==> config.mk <==
export PLATFORM = sky130hd
export DESIGN_NAME = rect_stream_tx
export DESIGN_NICKNAME = d
export VERILOG_FILES = /design/src/rtl/gpu_pkg.sv /design/src/rtl/rect_word_counter.sv /design/src/rtl/rect_stream_tx.sv
export SDC_FILE = /design/constraint.sdc
export NUM_CORES = 1
export LEC_CHECK = 0
export ABC_AREA = 1
export ABC_CLOCK_PERIOD_IN_PS = 1550
export BUFFER_PORTS_ARGS = -buffer_cell sky130_fd_sc_hd__buf_2
export CORE_UTILIZATION = 50
export CTS_CLUSTER_SIZE = 12
export DETAILED_ROUTE_END_ITERATION = 10
export PLACE_DENSITY = 0.76
export SYNTH_ARGS = -nofsm -noshare
export SYNTH_HDL_FRONTEND = slang
export SYNTH_SLANG_ARGS = --single-unit
==> constraint.sdc <==
create_clock -name clk -period 1.55 [get_ports clk]
set_clock_uncertainty 0.15 [all_clocks]
set_input_delay 0.31 -clock clk [delete_from_list [all_inputs] [get_ports clk]]
set_output_delay 0.31 -clock clk [all_outputs]
set_load 0.005 [all_outputs]
==> src/rtl/gpu_pkg.sv <==
// Shared types and constants for the rect-copy link between CPU data RAM and the GPU.
package gpu_pkg;

    localparam int unsigned WORDS_PER_RECT = 5;

    // Tag widths as seen on the link
    localparam int unsigned FIELD_BITS = 3;
    localparam int unsigned RECT_BITS  = 4;
    localparam int unsigned BATCH_BITS = 2;
    localparam int unsigned INDEX_BITS = 10;

    typedef enum logic [FIELD_BITS-1:0] {
        FIELD_X      = 3'd0,
        FIELD_Y      = 3'd1,
        FIELD_WIDTH  = 3'd2,
        FIELD_HEIGHT = 3'd3,
        FIELD_COLOR  = 3'd4
    } field_e;

    typedef enum logic [2:0] {
        StIdle,
        StStart,
        StRead,
        StDrain,
        StDone
    } state_e;

endpackage

==> src/rtl/rect_word_counter.sv <==
// Nested field/rect/batch counters plus the flat word index of the word being read.
module rect_word_counter
    import gpu_pkg::*;
#(
    parameter int unsigned RECT_COUNT      = 64,
    parameter int unsigned RECTS_PER_BATCH = 16
) (
    input  logic                  clk,
    input  logic                  reset,
    input  logic                  inc,
    input  logic                  clear,
    output logic [FIELD_BITS-1:0] field,
    output logic [RECT_BITS-1:0]  rect,
    output logic [BATCH_BITS-1:0] batch,
    output logic [INDEX_BITS-1:0] index,
    output logic                  last_word,
    output logic                  last_in_batch
);

    field_e                field_q;
    logic [RECT_BITS-1:0]  rect_q;
    logic [BATCH_BITS-1:0] batch_q;
    logic [INDEX_BITS-1:0] index_q;

    // Field rolls into rect, rect rolls into batch; clear wins over inc
    always_ff @(posedge clk) begin
        if (reset || clear) begin
            field_q <= FIELD_X;
            rect_q  <= '0;
            batch_q <= '0;
            index_q <= '0;
        end else if (inc) begin
            index_q <= index_q + 1'b1;
            if (field_q == FIELD_COLOR) begin
                field_q <= FIELD_X;
                if (rect_q == RECT_BITS'(RECTS_PER_BATCH - 1)) begin
                    rect_q  <= '0;
                    batch_q <= batch_q + 1'b1;
                end else begin
                    rect_q <= rect_q + 1'b1;
                end
            end else begin
                field_q <= field_e'(field_q + 3'd1);
            end
        end
    end

    // Flags describe the word currently addressed
    always_comb begin
        field         = field_q;
        rect          = rect_q;
        batch         = batch_q;
        index         = index_q;
        last_word     = (index_q == INDEX_BITS'(RECT_COUNT * WORDS_PER_RECT - 1));
        last_in_batch = (field_q == FIELD_COLOR) &&
                        (rect_q == RECT_BITS'(RECTS_PER_BATCH - 1));
    end

endmodule

==> src/rtl/rect_stream_tx.sv <==
// Reads the rect table from CPU data RAM on each frame trigger and streams it, tagged, to the GPU.
module rect_stream_tx
    import gpu_pkg::*;
#(
    parameter int unsigned           RECT_COUNT      = 64,
    parameter int unsigned           RECTS_PER_BATCH = 16,
    parameter int unsigned           ADDR_WIDTH      = 16,
    parameter logic [ADDR_WIDTH-1:0] BASE_ADDR       = '0
) (
    input  logic                  clk,
    input  logic                  reset,
    input  logic                  frame_start,
    output logic [ADDR_WIDTH-1:0] mem_addr,
    output logic                  mem_re,
    input  logic [15:0]           mem_rdata,
    output logic                  copy_start,
    output logic                  tx_valid,
    output logic [15:0]           tx_data,
    output logic [FIELD_BITS-1:0] fsm_state,
    output logic [INDEX_BITS-1:0] coord_generator,
    output logic [RECT_BITS-1:0]  rect_counter,
    output logic [BATCH_BITS-1:0] batch_counter,
    output logic                  batch_completed,
    output logic                  busy,
    output logic                  done
);

    state_e state_q, state_d;

    logic                  cnt_inc, cnt_clear;
    logic [FIELD_BITS-1:0] cnt_field;
    logic [RECT_BITS-1:0]  cnt_rect;
    logic [BATCH_BITS-1:0] cnt_batch;
    logic [INDEX_BITS-1:0] cnt_index;
    logic                  cnt_last_word, cnt_last_in_batch;

    // Tags of the read in flight, aligned with mem_rdata one cycle later
    logic                  s1_valid;
    logic [FIELD_BITS-1:0] s1_field;
    logic [RECT_BITS-1:0]  s1_rect;
    logic [BATCH_BITS-1:0] s1_batch;
    logic [INDEX_BITS-1:0] s1_index;
    logic                  s1_batch_end;
    logic                  s1_last;
    logic                  tx_last;

    rect_word_counter #(
        .RECT_COUNT      (RECT_COUNT),
        .RECTS_PER_BATCH (RECTS_PER_BATCH)
    ) u_counter (
        .clk           (clk),
        .reset         (reset),
        .inc           (cnt_inc),
        .clear         (cnt_clear),
        .field         (cnt_field),
        .rect          (cnt_rect),
        .batch         (cnt_batch),
        .index         (cnt_index),
        .last_word     (cnt_last_word),
        .last_in_batch (cnt_last_in_batch)
    );

    // FSM state register
    always_ff @(posedge clk) begin
        if (reset) begin
            state_q <= StIdle;
        end else begin
            state_q <= state_d;
        end
    end

    // Next state, read issue and strobes
    always_comb begin
        state_d    = state_q;
        copy_start = 1'b0;
        mem_re     = 1'b0;
        done       = 1'b0;
        cnt_inc    = 1'b0;
        cnt_clear  = 1'b0;
        unique case (state_q)
            StIdle: begin
                cnt_clear = 1'b1;
                if (frame_start) state_d = StStart;
            end
            StStart: begin
                copy_start = 1'b1;
                mem_re     = 1'b1;
                cnt_inc    = 1'b1;
                state_d    = StRead;
            end
            StRead: begin
                mem_re  = 1'b1;
                cnt_inc = 1'b1;
                if (cnt_last_word) state_d = StDrain;
            end
            StDrain: begin
                // Hold until the last word has been presented on the link
                if (tx_valid && tx_last) state_d = StDone;
            end
            StDone: begin
                done    = 1'b1;
                state_d = StIdle;
            end
            default: state_d = StIdle;
        endcase
    end

    // Address generator; wraps modulo 2^ADDR_WIDTH
    always_comb begin
        mem_addr = '0;
        busy     = (state_q != StIdle);
        if (mem_re) mem_addr = BASE_ADDR + ADDR_WIDTH'(cnt_index);
    end

    // One-stage tag delay matching the RAM read latency
    always_ff @(posedge clk) begin
        if (reset) begin
            s1_valid     <= 1'b0;
            s1_field     <= '0;
            s1_rect      <= '0;
            s1_batch     <= '0;
            s1_index     <= '0;
            s1_batch_end <= 1'b0;
            s1_last      <= 1'b0;
        end else begin
            s1_valid     <= mem_re;
            s1_field     <= cnt_field;
            s1_rect      <= cnt_rect;
            s1_batch     <= cnt_batch;
            s1_index     <= cnt_index;
            s1_batch_end <= cnt_last_in_batch;
            s1_last      <= cnt_last_word;
        end
    end

    // Output register: data and tags update together and hold while idle
    always_ff @(posedge clk) begin
        if (reset) begin
            tx_valid        <= 1'b0;
            tx_data         <= '0;
            fsm_state       <= '0;
            coord_generator <= '0;
            rect_counter    <= '0;
            batch_counter   <= '0;
            batch_completed <= 1'b0;
            tx_last         <= 1'b0;
        end else begin
            tx_valid        <= s1_valid;
            batch_completed <= s1_valid && s1_batch_end;
            tx_last         <= s1_valid && s1_last;
            if (s1_valid) begin
                tx_data         <= mem_rdata;
                fsm_state       <= s1_field;
                coord_generator <= s1_index;
                rect_counter    <= s1_rect;
                batch_counter   <= s1_batch;
            end
        end
    end

endmodule

==> results of run 1 <==
worst min-delay path: stages:
cell and delay, ns:
buf_2 0.07, nor2_1 0.03, nor2_1 0.08
sequential cells by signal (all words and copies together), names as in the netlist, 3 cells and up:
| register | flops |
|---|---|
| state_q | 3 |
| u_counter.index | 10 |
| tx_data | 16 |
| rect_counter | 4 |
| s1_rect | 4 |
| u_counter.rect | 4 |
| s1_index | 10 |
| coord_generator | 10 |
| s1_field | 3 |
| u_counter.field | 3 |
| fsm_state | 3 |
through the flow:
step | power (mW) | util | cell area [sq um] | worst slack, ns | hold WS (ns)
final | 6.62 | 0.650 | 3850 | -0.241 | 0.0370
after global routing | 7.04 | 0.650 | 3850 | -0.316 | 0.0313
after CTS | 6.56 | 0.642 | 3800 | -0.232 | 0.0273
after detailed placement | 4.64 | 0.590 | 3500 | 0.0183 | 0.273
after global placement | 4.57 | 0.590 | 3500 | 0.0435 | 0.266
after floorplan | 3.92 | - | 3100 | 0.108 | 0.254
layer usage:
| metal | wire length [um] | vias to the layer above | GRT usage |
|---|---|---|---|
| met2 | 3370 | 95 | 0.382 |
| li1 | - | 1408 | - |
| met3 | 400 | 13 | 0.0670 |
| met4 | 130 | 0 | 0.0893 |
| met5 | 0 | - | 0 |
| met1 | 3110 | 1241 | 0.270 |
repair_timing:
action	4_1_cts	5_1_grt
resized for setup	17	14
pin swaps	3	3
setup endpoints to repair	14	24
setup buffers	7	1
kinds of logic after synthesis:
logic type	count (synthesis)
adders and majority gates	4
DFF	82
other	1
AOI/OAI and AO/OA	59
buffers and inverters	60
and+or+nand+nor	193
xor gates and xnor gates	2
cells in the final DEF (no fill, tap or decap), drive strengths merged:
cell / synthesis / routed
dfxtp: 82 / 82
a21oi: 17 / 17
nor4: 2 / 2
bufinv: 0 / 2
nand4: 3 / 3
nand2: 46 / 46
clkinv: 1 / 2
clkinvlp: 0 / 1
ha: 4 / 4
xor2: 2 / 2
nand3: 21 / 21
clkbuf: 7 / 11
o21ai: 42 / 42
nor2: 116 / 116
nor3: 5 / 5
conb: 1 / 6
inv: 37 / 37
buf: 15 / 87
cell type report:
type | count | area share
flip-flops and latches | 82 | 0.429
multi-input cells | 264 | 0.322
repair buffers | 87 | 0.129
inverters | 38 | 0.0384
clock buffers | 11 | 0.0367
well taps | 75 | 0.0244
clock inverters | 4 | 0.0198
where the power goes:
| part | internal (mW) | switching (mW) | total (mW) | leakage, nW |
|---|---|---|---|---|
| Combinational | 0.915 | 1.29 | 2.20 | 1.07 |
| Sequential | 2.52 | 0.218 | 2.74 | 0.668 |
| Clock | 0.946 | 0.730 | 1.68 | 0.106 |
| Total | 4.38 | 2.24 | 6.62 | 1.85 |
path summary, 6_finish.rpt:
kind | slack [ns] | endpoint | start
worst max register to register | 0.05 | u_counter.index[3] | state_q[2]
worst min register to register | 0.29 | tx_last | s1_last
worst max-delay path | -0.24 | mem_addr[8] | state_q[2]
worst min-delay path | 0.04 | tx_data[14] | mem_rdata[14]
==> impl_results.md, run 1 <==
* WP data arrival at 1.33 ns
* WP depth at 7
* CP max stage cell: dfxtp_4
* Main flop type after synthesis: dfxtp_1
* Post-route clock period utilization at 1.16
* Total GRT Usage at 0.227
* Pleak at 1.85 nW
* Initial drt markers at 146
* Status: finished, violations left
* Fill cells at 513
* DP Wirelength at 4590 um
* Via count at 2757
* PD cells at 1720 nW/um^2
* Die ar. at 6480 sq um
* CTS tree: built
* Area contributors post-synth: dfxtp_1 53%, nor2_1 14%, o21ai_0 6.7%, nand2_1 5.2%, inv_1 4.1%
* Main combinational cell family by area after synthesis: simple AND/OR/NAND/NOR gates
* GRT overflow at 0
* #FFs+latches synth at 82
* Final Hold Vio Count at 0
* Initial antenna violation count at 0
* Starting density of the core at 0.520
* Compound-Gate Fraction of Synth Area at 0.0959
* Async set-reset flop share out of synthesis at 0
* Vias in the first global route at 2532
* Clk root buf: clkbuf_8
* CP max stage delay at 0.37 ns
* Hold Path Depth at 3
* Ant diodes at 0
* Setup violations, final at 13
* CP dominant cell by count: nand2_2
* Worst EP required at 1.09 ns
* Clock sinks at 82
* Clk buf depth at 2
* Post-CTS Hold Fix Bufs at 0
* Routed WL at 7020 um
* Largest net degree at the start of global routing at 37
* Worst reg-to-reg path cell count at 8
* Core Box Area at 5920 sq um
* CTS H-tree depth at 3
* Unrepaired setup endpoints after global routing: true
* Skew-Pair Late Insertion Delay at 0.35 ns
* First-pass GRT wire length at 11200 um
* Inst Count DP at 539
* Register Area at 1650 sq um
* Worst path cell trace: nor2_4, nand2_2, nand2_4, buf_6, nand2_2, inv_2, buf_2
* Num CTS Buffers at 9
* Post-synth top cells: 115 x nor2_1, 82 x dfxtp_1, 43 x nand2_1
* DRT antenna net count at 0
* Synth warn at 0
* Layout Nets at 505
* EDFF count, synth at 0
* Crit path max fanout at 4
* Finished Layout Cells at 561
* Synth area leader: dfxtp_1
* GP Congestion at 0.872
* Maxcap violations at 0
* Mean Syn Cell Area at 7.68 sq um
* Final WS setup at -0.241 ns
* Post-synthesis adder-cell area fraction at 0.0162
* Sequential fraction of the synthesis area at 0.533
* Worst Hold Class: input pin to register
* Post-synthesis simple-gate area fraction at 0.261
* Final Max Slew Viols at 0
* Crit Path Class: register to primary output
* XOR/XNOR share of the synthesized area at 0.00569
* Crit path capture type: primary output
* Yosys top cell area share at 0.533
* Cell Rows at 28
* # DRC at 0
* Average routed wire per standard cell at 12.5 um
* Cells after Synth at 401
* # port buffers at 69
* Largest delay share family, worst path: flip-flops
* Max Clock Freq at 558 MHz
* Crit path launch type: register
* Fin crit period at 1.79 ns
* Area Growth Syn to Fin at 24.9%
* WP buf/inv at 3
* Mapped Area at 3080 sq um
* Worst IR Drop VDD at 892 uV
* Footprint of the multi-input gates at 1240 sq um
* Netlist cell types at 26
* Setup tns final at -2.49 ns
* Die width at 80.5 um
* Multiplexer share of the synthesized area at 0
* Drt pass-1 iters at 5
* Failing checks: setup timing
* Reg clk slew, reported paths at 0.08 ns
* Count leader, synth: nor2_1
* Layout cells sized above 1 at 0.265
* IO Pins at 76
* Vias per inst at 4.91
* Vert. Die Dim at 80.5 um
Power figures use the tool's default switching activity.
==> run 2, diff against run 1 <==
==> constraint.sdc (replaced) <==
create_clock -name clk -period 1.55 [get_ports clk]
set_clock_uncertainty 0.15 [all_clocks]
set_input_delay 0.155 -clock clk [delete_from_list [all_inputs] [get_ports clk]]
set_output_delay 0.155 -clock clk [all_outputs]
set_load 0.005 [all_outputs]
==> impl_results.md, run 2 (synthesized netlist as in run 1, its figures left out) <==
* DRT antenna net count at 0 (unchanged)
* GP Congestion at 0.829 (-4.9%)
* WHS at 0.0371 ns (+0.000128 ns)
* Setup tns final at -0.547 ns (+1.94 ns)
* Reg clk slew, reported paths at 0.07 ns (about the same)
* PD cells at 1590 nW/um^2 (-7.7%)
* Most frequent cells in the layout: 111 x nor2_1, 79 x dfxtp_1, 69 x buf_2, 42 x nand2_1, 39 x o21ai_0
* Clock sinks at 82 (unchanged)
* Area Growth Syn to Fin at 27.9%
* Max Clock Freq at 620 MHz (+11%)
* Worst reg-to-reg path cell count at 9 (+1)
* Crit path launch type: register
* Worst IR Drop VDD at 1010 uV (+13%)
* Status: finished, violations left
* First-pass GRT wire length at 11100 um (-1.0%)
* WP data arrival at 1.31 ns (-0.02 ns)
* Pleak at 1.90 nW (+3.1%)
* Post-layout instance area at 3940 sq um (+2.4%)
* Setup violations, final at 11 (-2)
* CTS H-tree depth at 3 (unchanged)
* Final Max Slew Viols at 0 (unchanged)
* Fin crit period at 1.61 ns (-0.177 ns)
* Finished Layout Cells at 579 (+3.2%)
* Crit path max fanout at 17 (+13)
* Placed Area at 3490 sq um (-0.21%)
* Layout Nets at 523 (+3.6%)
* # DRC at 0 (unchanged)
* Vias per inst at 4.72 (-3.9%)
* Post-route clock period utilization at 1.04 (-0.114)
* Vias in the first global route at 2484 (-1.9%)
* Ant diodes at 0 (unchanged)
* Die width at 80.5 um (unchanged)
* Crit Path Class: register to primary output
* Final WS setup at -0.0641 ns (+0.177 ns)
* Via count at 2735 (-0.80%)
* Critical path origin: state_q[0]
* Failing checks: setup timing
* Reg-to-reg startpoint: state_q[0]
* DP Wirelength at 4510 um (-1.7%)
* Total GRT Usage at 0.223 (-0.00464)
* Unrepaired setup endpoints after global routing: true
* Inst Count DP at 538 (-0.19%)
* Final Hold Vio Count at 0 (unchanged)
* Clk buf depth at 2 (unchanged)
* Initial antenna violation count at 0 (unchanged)
* Starting density of the core at 0.520 (unchanged)
* Metal3 WL at 263 um (-34%)
* Skew-Pair Late Insertion Delay at 0.35 ns (about the same)
* Reg2Reg Setup Slack at 0.08 ns (+0.03 ns)
* Vert. Die Dim at 80.5 um (unchanged)
* Worst Hold Class: input pin to register
* Worst Setup EP: mem_addr[0]
* Initial drt markers at 123 (-16%)
* Cell Rows at 28 (unchanged)
* Crit path capture type: primary output
* Top sig layer: met4
* Met2 routed WL at 3250 um (-3.7%)
* # port buffers at 69 (unchanged)
* Tot Pwr at 6.25 mW (-5.5%)
* GRT overflow at 0 (unchanged)
* Num CTS Buffers at 9 (unchanged)
* Clk root buf: clkbuf_8
* Core Box Area at 5920 sq um (unchanged)
* Largest Register: tx_data
* Wire length on met1 at 3210 um (+3.2%)
* R2r endpoint: u_counter.batch[0]
* Drt pass-1 iters at 4 (-1)
* Largest net degree at the start of global routing at 37 (unchanged)
* Maxcap violations at 0 (unchanged)
* Routed WL at 6820 um (-2.8%)
* CTS tree: built
* Average routed wire per standard cell at 11.8 um (-5.8%)
* Final core occ at 0.665 (+0.0154)
* Most common cell after layout, fill and taps aside: nor2_1
* Layout cells sized above 1 at 0.256 (-0.00948)
* Setup WS pre-CTS at 0.144 ns (+0.125 ns)
* IO Pins at 76 (unchanged)
* Number of flip-flops in the largest register at 16 (unchanged)
* Worst EP required at 1.24 ns (+0.15 ns)
* Die ar. at 6480 sq um (unchanged)
## run 2: critical path, stage by stage (launching register included)
cell and delay [ns]:
dfxtp_4 0.36, nor2_4 0.11, nand2_2 0.08, nand2_4 0.08, inv_4 0.09, nor2_4 0.11
buf_2 0.12
## run 2: cell type report
cell class / count / area (sq um)
Inverter: 38 / 145
Clock inverter: 5 / 31.3
Timing Repair Buffer: 105 / 659
Sequential cell: 82 / 1650
Clock buffer: 10 / 138
Tap cell: 75 / 93.8
Multi-Input combinational cell: 264 / 1220
Fill cell: 519 / 1980
## run 2: worst min path at each step
stage / startpoint / to / slack (ns) / cells after the start
floorplan: mem_rdata[0] / tx_data[0] / 0.14 / 2
global placement: mem_rdata[11] / tx_data[11] / 0.23 / 3
detailed placement: mem_rdata[1] / tx_data[1] / 0.24 / 3
CTS: frame_start / state_q[1] / 0.03 / 5
global route: frame_start / state_q[1] / 0.07 / 5
finish: frame_start / state_q[1] / 0.04 / 5
## run 2: what timing repair did
| item | 4_1_cts | 5_1_grt |
|---|---|---|
| buffers inserted | 8 | 2 |
| resized for setup | 14 | 9 |
| pin swaps | 2 | 0 |
| hold endpoints to repair | 16 | 0 |
| hold buffers | 16 | 0 |
| endpoints found under the setup margin | 11 | 14 |
## run 2: per-layer routing
layer | vias up | global-route usage
met2 | 59 | 0.375
met1 | 1225 | 0.274
met5 | - | 0
li1 | 1442 | -
met3 | 9 | 0.0500
met4 | 0 | 0.0857
## run 2: where the power goes
| group | internal, mW | leakage (nW) | switching [mW] |
|---|---|---|---|
| sequential | 2.51 | 0.668 | 0.201 |
| combinational | 0.932 | 1.15 | 1.27 |
| clock | 0.610 | 0.0879 | 0.727 |
